### config.mk
export PLATFORM = sky130hd
export DESIGN_NAME = calc1_port_driver_flat
export DESIGN_NICKNAME = d
export VERILOG_FILES = /design/src/rtl/calc1_pkg.sv /design/src/rtl/calc1_port_driver_if.sv /design/src/rtl/calc1_drv_fifo.sv /design/src/rtl/calc1_port_driver.sv /design/src/flat_wrapper.sv
export SDC_FILE = /design/constraint.sdc
export NUM_CORES = 1
export LEC_CHECK = 0
export BUFFER_PORTS_ARGS = -buffer_cell sky130_fd_sc_hd__buf_2
export CAP_MARGIN = 40
export CORE_MARGIN = 2
export CORE_UTILIZATION = 40
export DETAILED_ROUTE_END_ITERATION = 10
export HOLD_SLACK_MARGIN = 0.03
export PLACE_DENSITY = 0.61
export SLEW_MARGIN = 20
export SYNTH_ARGS = -nofsm -noshare
export SYNTH_HDL_FRONTEND = slang
export SYNTH_SLANG_ARGS = --single-unit
### constraint.sdc
create_clock -name c_clk -period 4.6 [get_ports c_clk]
set_input_delay 0.23 -clock c_clk [delete_from_list [all_inputs] [get_ports c_clk]]
set_output_delay 0.23 -clock c_clk [all_outputs]
set_load 0.01 [all_outputs]
### src/rtl/calc1_pkg.sv
// Shared definitions for the calc1 port driver: command and response
// encodings, the driver FSM state type and the queued-operation bundle.
package calc1_pkg;

    localparam int CMD_W  = 4;
    localparam int DATA_W = 32;
    localparam int RESP_W = 2;

    localparam logic [CMD_W-1:0] CMD_NOP = 4'd0;
    localparam logic [CMD_W-1:0] CMD_ADD = 4'd1;
    localparam logic [CMD_W-1:0] CMD_SUB = 4'd2;
    localparam logic [CMD_W-1:0] CMD_SHL = 4'd5;
    localparam logic [CMD_W-1:0] CMD_SHR = 4'd6;

    localparam logic [RESP_W-1:0] RESP_NONE = 2'd0;
    localparam logic [RESP_W-1:0] RESP_OK   = 2'd1;
    localparam logic [RESP_W-1:0] RESP_ERR  = 2'd2;
    localparam logic [RESP_W-1:0] RESP_INT  = 2'd3;

    typedef enum logic [2:0] {
        ST_IDLE,
        ST_CMD,
        ST_DATA2,
        ST_WAIT,
        ST_HOLD
    } drv_state_t;

    // 68-bit queue entry: {cmd, data1, data2}
    typedef struct packed {
        logic [CMD_W-1:0]  cmd;
        logic [0:DATA_W-1] data1;
        logic [0:DATA_W-1] data2;
    } drv_op_t;

endpackage

### src/rtl/calc1_port_driver_if.sv
// Bundle of the driver's upstream op, calc1 request/response and
// downstream result signals.
//   master : environment side (drives ops, calc1 responses, res_ready)
//   slave  : calc1_port_driver side
interface calc1_port_driver_if;
    import calc1_pkg::*;

    logic                  op_valid;
    logic                  op_ready;
    logic [CMD_W-1:0]      op_cmd;
    logic [0:DATA_W-1]     op_data1;
    logic [0:DATA_W-1]     op_data2;

    logic [CMD_W-1:0]      req_cmd_out;
    logic [0:DATA_W-1]     req_data_out;
    logic [RESP_W-1:0]     out_resp;
    logic [0:DATA_W-1]     out_data;

    logic                  res_valid;
    logic                  res_ready;
    logic [RESP_W-1:0]     res_resp;
    logic [0:DATA_W-1]     res_data;

    logic                  busy;

    modport master (
        output op_valid, op_cmd, op_data1, op_data2,
        output out_resp, out_data, res_ready,
        input  op_ready, req_cmd_out, req_data_out,
        input  res_valid, res_resp, res_data, busy
    );

    modport slave (
        input  op_valid, op_cmd, op_data1, op_data2,
        input  out_resp, out_data, res_ready,
        output op_ready, req_cmd_out, req_data_out,
        output res_valid, res_resp, res_data, busy
    );

endinterface

### src/rtl/calc1_drv_fifo.sv
// Operation queue for the calc1 port driver (power-of-two depth).
// Ports: i_clk, i_rst (async, active high), i_push/i_data/o_full,
//        i_pop/o_data/o_empty (o_data is the head entry, show-ahead).
module calc1_drv_fifo
    import calc1_pkg::*;
#(
    parameter int DEPTH = 4
) (
    input  logic    i_clk,
    input  logic    i_rst,
    input  logic    i_push,
    input  drv_op_t i_data,
    output logic    o_full,
    input  logic    i_pop,
    output drv_op_t o_data,
    output logic    o_empty
);

    localparam int AW = $clog2(DEPTH);
    localparam int CW = AW + 1;

    drv_op_t         r_mem [DEPTH];
    logic [AW-1:0]   r_wr_ptr;
    logic [AW-1:0]   r_rd_ptr;
    logic [CW-1:0]   r_count;

    logic            w_push;
    logic            w_pop;

    assign o_full  = (r_count == CW'(DEPTH));
    assign o_empty = (r_count == '0);
    assign w_push  = i_push && !o_full;
    assign w_pop   = i_pop && !o_empty;
    assign o_data  = r_mem[r_rd_ptr];

    // Pointers wrap naturally since DEPTH is a power of two
    always_ff @(posedge i_clk or posedge i_rst) begin
        if (i_rst) begin
            r_wr_ptr <= '0;
            r_rd_ptr <= '0;
            r_count  <= '0;
        end else begin
            if (w_push) r_wr_ptr <= r_wr_ptr + 1'b1;
            if (w_pop)  r_rd_ptr <= r_rd_ptr + 1'b1;
            unique case ({w_push, w_pop})
                2'b10:   r_count <= r_count + 1'b1;
                2'b01:   r_count <= r_count - 1'b1;
                default: r_count <= r_count;
            endcase
        end
    end

    always_ff @(posedge i_clk) begin
        if (w_push) r_mem[r_wr_ptr] <= i_data;
    end

endmodule

### src/rtl/calc1_port_driver.sv
// Sequences queued operations onto one calc1 request port (cmd+data1,
// then data2), waits for the response and holds it for downstream.
// Ports: c_clk, reset (async, active high), bus (calc1_port_driver_if.slave).
// Option: define CALC1_DRV_TIMEOUT_EN to give up after TIMEOUT_CYC WAIT
// cycles and report RESP_INT with zero data.
module calc1_port_driver
    import calc1_pkg::*;
#(
    parameter int FIFO_DEPTH  = 4,
    parameter int TIMEOUT_CYC = 64
) (
    input  logic                c_clk,
    input  logic                reset,
    calc1_port_driver_if.slave  bus
);

    drv_state_t        r_state;
    drv_state_t        w_next;
    drv_op_t           r_op;
    logic [RESP_W-1:0] r_res_resp;
    logic [0:DATA_W-1] r_res_data;

    drv_op_t           w_fifo_in;
    drv_op_t           w_fifo_out;
    logic              w_fifo_full;
    logic              w_fifo_empty;
    logic              w_pop;
    logic              w_capture;
    logic [RESP_W-1:0] w_cap_resp;
    logic [0:DATA_W-1] w_cap_data;
    logic [CMD_W-1:0]  w_req_cmd;
    logic [0:DATA_W-1] w_req_data;
    logic              w_timeout;

    // Unsupported configurations leave this marker block in the hierarchy
    if (FIFO_DEPTH < 2 || FIFO_DEPTH > 16 ||
        (FIFO_DEPTH & (FIFO_DEPTH - 1)) != 0 ||
        TIMEOUT_CYC < 1) begin : g_bad_cfg
    end

    assign w_fifo_in = {bus.op_cmd, bus.op_data1, bus.op_data2};

    calc1_drv_fifo #(
        .DEPTH (FIFO_DEPTH)
    ) u_fifo (
        .i_clk   (c_clk),
        .i_rst   (reset),
        .i_push  (bus.op_valid),
        .i_data  (w_fifo_in),
        .o_full  (w_fifo_full),
        .i_pop   (w_pop),
        .o_data  (w_fifo_out),
        .o_empty (w_fifo_empty)
    );

`ifdef CALC1_DRV_TIMEOUT_EN
    localparam int TW = $clog2(TIMEOUT_CYC + 1);

    logic [TW-1:0] r_wait_cnt;

    // Counts completed WAIT cycles of the current command
    always_ff @(posedge c_clk or posedge reset) begin
        if (reset) begin
            r_wait_cnt <= '0;
        end else if (r_state == ST_WAIT && w_next == ST_WAIT) begin
            r_wait_cnt <= r_wait_cnt + 1'b1;
        end else begin
            r_wait_cnt <= '0;
        end
    end

    assign w_timeout = (r_state == ST_WAIT) &&
                       (r_wait_cnt == TW'(TIMEOUT_CYC - 1));
`else
    assign w_timeout = 1'b0;
`endif

    always_ff @(posedge c_clk or posedge reset) begin
        if (reset) begin
            r_state <= ST_IDLE;
        end else begin
            r_state <= w_next;
        end
    end

    always_comb begin
        w_next     = r_state;
        w_pop      = 1'b0;
        w_capture  = 1'b0;
        w_cap_resp = bus.out_resp;
        w_cap_data = bus.out_data;
        w_req_cmd  = CMD_NOP;
        w_req_data = '0;
        unique case (r_state)
            ST_IDLE: begin
                if (!w_fifo_empty) begin
                    w_pop  = 1'b1;
                    w_next = ST_CMD;
                end
            end
            ST_CMD: begin
                w_req_cmd  = r_op.cmd;
                w_req_data = r_op.data1;
                w_next     = ST_DATA2;
            end
            ST_DATA2: begin
                w_req_data = r_op.data2;
                w_next     = ST_WAIT;
            end
            ST_WAIT: begin
                // A real response wins over a coincident timeout
                if (bus.out_resp != RESP_NONE) begin
                    w_capture = 1'b1;
                    w_next    = ST_HOLD;
                end else if (w_timeout) begin
                    w_capture  = 1'b1;
                    w_cap_resp = RESP_INT;
                    w_cap_data = '0;
                    w_next     = ST_HOLD;
                end
            end
            ST_HOLD: begin
                // Go straight to the next command to keep 4-cycle spacing
                if (bus.res_ready) begin
                    if (!w_fifo_empty) begin
                        w_pop  = 1'b1;
                        w_next = ST_CMD;
                    end else begin
                        w_next = ST_IDLE;
                    end
                end
            end
            default: begin
                w_next = ST_IDLE;
            end
        endcase
    end

    always_ff @(posedge c_clk or posedge reset) begin
        if (reset) begin
            r_op       <= '0;
            r_res_resp <= RESP_NONE;
            r_res_data <= '0;
        end else begin
            if (w_pop) begin
                r_op <= w_fifo_out;
            end
            if (w_capture) begin
                r_res_resp <= w_cap_resp;
                r_res_data <= w_cap_data;
            end
        end
    end

    assign bus.op_ready     = !w_fifo_full;
    assign bus.req_cmd_out  = w_req_cmd;
    assign bus.req_data_out = w_req_data;
    assign bus.res_valid    = (r_state == ST_HOLD);
    assign bus.res_resp     = r_res_resp;
    assign bus.res_data     = r_res_data;
    assign bus.busy         = (r_state != ST_IDLE) || !w_fifo_empty;

endmodule

### src/flat_wrapper.sv
// flat-port wrapper written by rule: the top's interface ports become plain ports
module calc1_port_driver_flat import calc1_pkg::*;
#(
    parameter int FIFO_DEPTH  = 4,
    parameter int TIMEOUT_CYC = 64
)
  (c_clk, reset, bus_op_valid, bus_op_cmd, bus_op_data1, bus_op_data2, bus_out_resp, bus_out_data, bus_res_ready, bus_op_ready, bus_req_cmd_out, bus_req_data_out, bus_res_valid, bus_res_resp, bus_res_data, bus_busy);
  calc1_port_driver_if bus_i ();
  input  logic c_clk;
  input  logic reset;
  input wire logic [$bits(bus_i.op_valid)-1:0] bus_op_valid;
  input wire logic [$bits(bus_i.op_cmd)-1:0] bus_op_cmd;
  input wire logic [$bits(bus_i.op_data1)-1:0] bus_op_data1;
  input wire logic [$bits(bus_i.op_data2)-1:0] bus_op_data2;
  input wire logic [$bits(bus_i.out_resp)-1:0] bus_out_resp;
  input wire logic [$bits(bus_i.out_data)-1:0] bus_out_data;
  input wire logic [$bits(bus_i.res_ready)-1:0] bus_res_ready;
  output wire logic [$bits(bus_i.op_ready)-1:0] bus_op_ready;
  output wire logic [$bits(bus_i.req_cmd_out)-1:0] bus_req_cmd_out;
  output wire logic [$bits(bus_i.req_data_out)-1:0] bus_req_data_out;
  output wire logic [$bits(bus_i.res_valid)-1:0] bus_res_valid;
  output wire logic [$bits(bus_i.res_resp)-1:0] bus_res_resp;
  output wire logic [$bits(bus_i.res_data)-1:0] bus_res_data;
  output wire logic [$bits(bus_i.busy)-1:0] bus_busy;
  assign bus_i.op_valid = bus_op_valid;
  assign bus_i.op_cmd = bus_op_cmd;
  assign bus_i.op_data1 = bus_op_data1;
  assign bus_i.op_data2 = bus_op_data2;
  assign bus_i.out_resp = bus_out_resp;
  assign bus_i.out_data = bus_out_data;
  assign bus_i.res_ready = bus_res_ready;
  assign bus_op_ready = bus_i.op_ready;
  assign bus_req_cmd_out = bus_i.req_cmd_out;
  assign bus_req_data_out = bus_i.req_data_out;
  assign bus_res_valid = bus_i.res_valid;
  assign bus_res_resp = bus_i.res_resp;
  assign bus_res_data = bus_i.res_data;
  assign bus_busy = bus_i.busy;
  calc1_port_driver #(.FIFO_DEPTH(FIFO_DEPTH), .TIMEOUT_CYC(TIMEOUT_CYC)) u_core (.c_clk(c_clk), .reset(reset), .bus(bus_i));
endmodule
==> summary.txt <==
Clocking
  – Clk sinks: 384
  – CTS tree: yes
  – Root buffer cell: clkbuf_16
  – Clock transition at path regs: 0.06 ns
  – CTS H-tree lvls: 2
  – Worst skew pair latency: 0.55 ns
  – Bufs on Longest Clock Path: 3
  – Num CTS Buffers: 41

Logic synthesis
  – Synth Flop Type: edfxtp_1
  – Synth top area share: 0.555
  – Syn avg cell area: 21.8 um2
  – Post-synth top cells: edfxtp_1 (272), dfrtp_1 (112), mux2_2 (72)
  – Area leader, netlist: edfxtp_1
  – #FFs+latches synth: 384
  – Distinct cells, synth: 34
  – FFs w/ async S/R, synth: 0.292
  – Seq/Total Area, Yosys: 0.745
  – Cells after Synth: 676
  – Post-synth EDFFs: 272
  – Top cells by area, synth: edfxtp_1 (55%), dfrtp_1 (19%), mux4_2 (10%)
  – Top-count cell post-synth: edfxtp_1
  – Mapped Area: 0.0147 mm2
  – Post-Syn Nets: around 790
  – Synth warn: 0

Power
  – PD cells: 664 mW/mm2
  – Leakage power: 7.04 nW
  – Total power: 12.3 mW
  – Psw: between 3 and 4 mW
  – Reg power frac: 0.431
  – Clk pwr share: 0.262
  – VDD IR max: between 0.0004 and 0.0005 V
  – Pint: 8.73 mW
  – Combinational share of power: 0.307
  – Sw Share: 0.292

Global routing
  – Antenna violations before repair: 3
  – Number of global-route vias before repair: 8012
  – Total track usage: 0.159
  – Largest net degree at the start of global routing: 49
  – First-pass GRT wire length: between 40000 and 50000 um
  – Congestion Overflow GR: 0

Layout
  – Fin nets: around 1100
  – Layout cell share with drive strength beyond 1: 0.428
  – Area Growth Syn to Fin: 26.1%
  – Final core utilization: 0.510

Timing
  – Clk_skew: between 0.015 and 0.02 ns
  – Slew headroom: 0.492
  – Sum Neg Setup Slack: 0 ns
  – Fin crit period: 2.66 ns
  – Setup violators final: 0
  – Worst slew pin tran: 0.762 ns
  – F_max: between 0.3 and 0.4 GHz
  – Fin. max-slew vios: 0
  – RSZ-0062 raised after global routing: false
  – Fin crit share: 0.578
  – Hold Violations, Final: 0

Route
  – DRT iter0 DRCs: 318
  – Routed Wire Length: 29900 um
  – Via-per-instance ratio: approximately 5.0
  – Vias: 7444
  – 1st-pass router iterations: 4
  – Final ANT Viol Nets: 0
  – DRC: 0
  – Routed wire length per instance: 20.1 um

Place
  – DP HPWL: about 17000 um
  – I/O Buffers: about 180
  – RePlAce Congestion: 0.688

Job
  – # Max-Cap Violations: 0

Worst hold path
  – Min-delay src: bus_op_valid
  – Hold Crit Class: input pin to register

Floorplanning
  – Row cnt: 70
  – Core Area: about 0.036 mm2
  – Die outline height: 196 um
  – Chip width: 196 um
  – Die area: 0.0384 mm2
  – Initial Utilization: 0.404
  – IO Pins: 179

Worst setup path
  – Required time of the worst setup path: between 5 and 6 ns
  – Crit-path max FO: 35
  – Crit path launch: u_core.r_state[1]
  – CP endpoint kind: register
  – Nature of the critical path startpoint: register
  – WP data arrival: 3.12 ns
  – CP Class: register to register
  – Worst r2r src: u_core.r_state[1]

Run status
  – Outcome: finished clean
final cells by class:
class / instances / area (um2)
tap: 468 / 586
multi-input combinational: 247 / 3460
fill: 2968 / 17900
clock buffer: 62 / 1190
sequential: 384 / 11000
timing repair buffer: 299 / 2170
clock inverter: 14 / 151
inverter: 11 / 43.8
antenna: 1 / 2.50
registers in the layout (all words and copies together) (netlist names):
| register | cells |
|---|---|
| u_core.u_fifo.r_mem | 272 |
| u_core.r_state | 3 |
| u_core.r_op | 68 |
| u_core.u_fifo.r_wr_ptr | 2 |
| u_core.bus.res_data | 32 |
| u_core.u_fifo.r_count | 3 |
| u_core.u_fifo.r_rd_ptr | 2 |
| u_core.bus.res_resp | 2 |
per-layer routing:
layer	global-route usage	routed length, um	up-vias
li1	-	-	3339
met1	0.213	13500	3843
met2	0.261	14100	216
met3	0.0390	1790	42
met4	0.0410	487	4
met5	0	22	-
placed cells by master, fill, tap and decap left out, types with 5 or more instances in the layout:
cell type        n
clkbuf_8         6
clkbuf_16       42
a22o_1          34
and2_1           6
buf_4           10
clkinv_2         5
buf_2          178
edfxtp_1       272
mux2_2          72
mux4_2          68
clkbuf_1        14
dlygate4sd3_1  105
ha_1             5
inv_1           10
dfrtp_1        110
mux2_4          29
critical path, cell delays in order, from the launching register on:
cell,delay (ns)
dfrtp_1,0.44
nor2_1,0.38
nand3_4,0.54
inv_1,0.19
ha_1,0.20
inv_1,0.06
fa_1,0.37
xor2_1,0.15
nor2_1,0.11
xor2_1,0.15
stage by stage:
step                cells  hold slack [ns]  cell area [um2]  worst slack [ns]
detailed placement   1302            0.312            16100              1.92
floorplan             676            0.329            14700              1.41
finish               1486            0.151            18600              1.94
CTS                  1483            0.125            18500              1.90
global placement     1299            0.312            16000              1.99
global route         1485            0.173            18600              1.69
path summary, 6_finish.rpt:
check	to	slack, ns	cells past startpoint
worst min-delay path	u_core.u_fifo.r_wr_ptr[0]	0.15	3
worst max register to register	u_core.u_fifo.r_count[2]	1.94	9
worst min register to register	u_core.u_fifo.r_count[2]	0.48	1
max in group asynchronous	u_core.u_fifo.r_rd_ptr[0]	3.27	4
min in group asynchronous	u_core.bus.res_data[19]	0.28	3
worst max-delay path	u_core.u_fifo.r_count[2]	1.94	9
cell families (layout without fill, tap and decap cells):
family | Yosys count | after routing | synth area share
buf+inv | 45 | 386 | 0.0223
flops | 384 | 384 | 0.745
compound gates | 39 | 39 | 0.0224
mux | 170 | 170 | 0.189
xor+xnor | 6 | 6 | 0.00357
simple gates | 26 | 26 | 0.0116
fa+ha+maj | 6 | 6 | 0.00561
other cells | 0 | 1 | 0
timing repair:
| item | in CTS | in global routing |
|---|---|---|
| hold endpoints to repair | 344 | 0 |
| hold buffers | 105 | 0 |
| buffers inserted | 0 | 0 |
| resized for setup | 0 | 0 |
power groups by stage:
| stage | Sequential, mW | Clock [mW] | Combinational [mW] |
|---|---|---|---|
| floorplan | 5.22 | 0 | 2.82 |
| global placement | 5.36 | 0 | 3.69 |
| detailed placement | 5.40 | 0 | 3.75 |
| CTS | 5.33 | 3.32 | 3.85 |
| global route | 5.44 | 3.47 | 4.10 |
| finish | 5.31 | 3.23 | 3.79 |
Power figures use the tool's default switching activity.
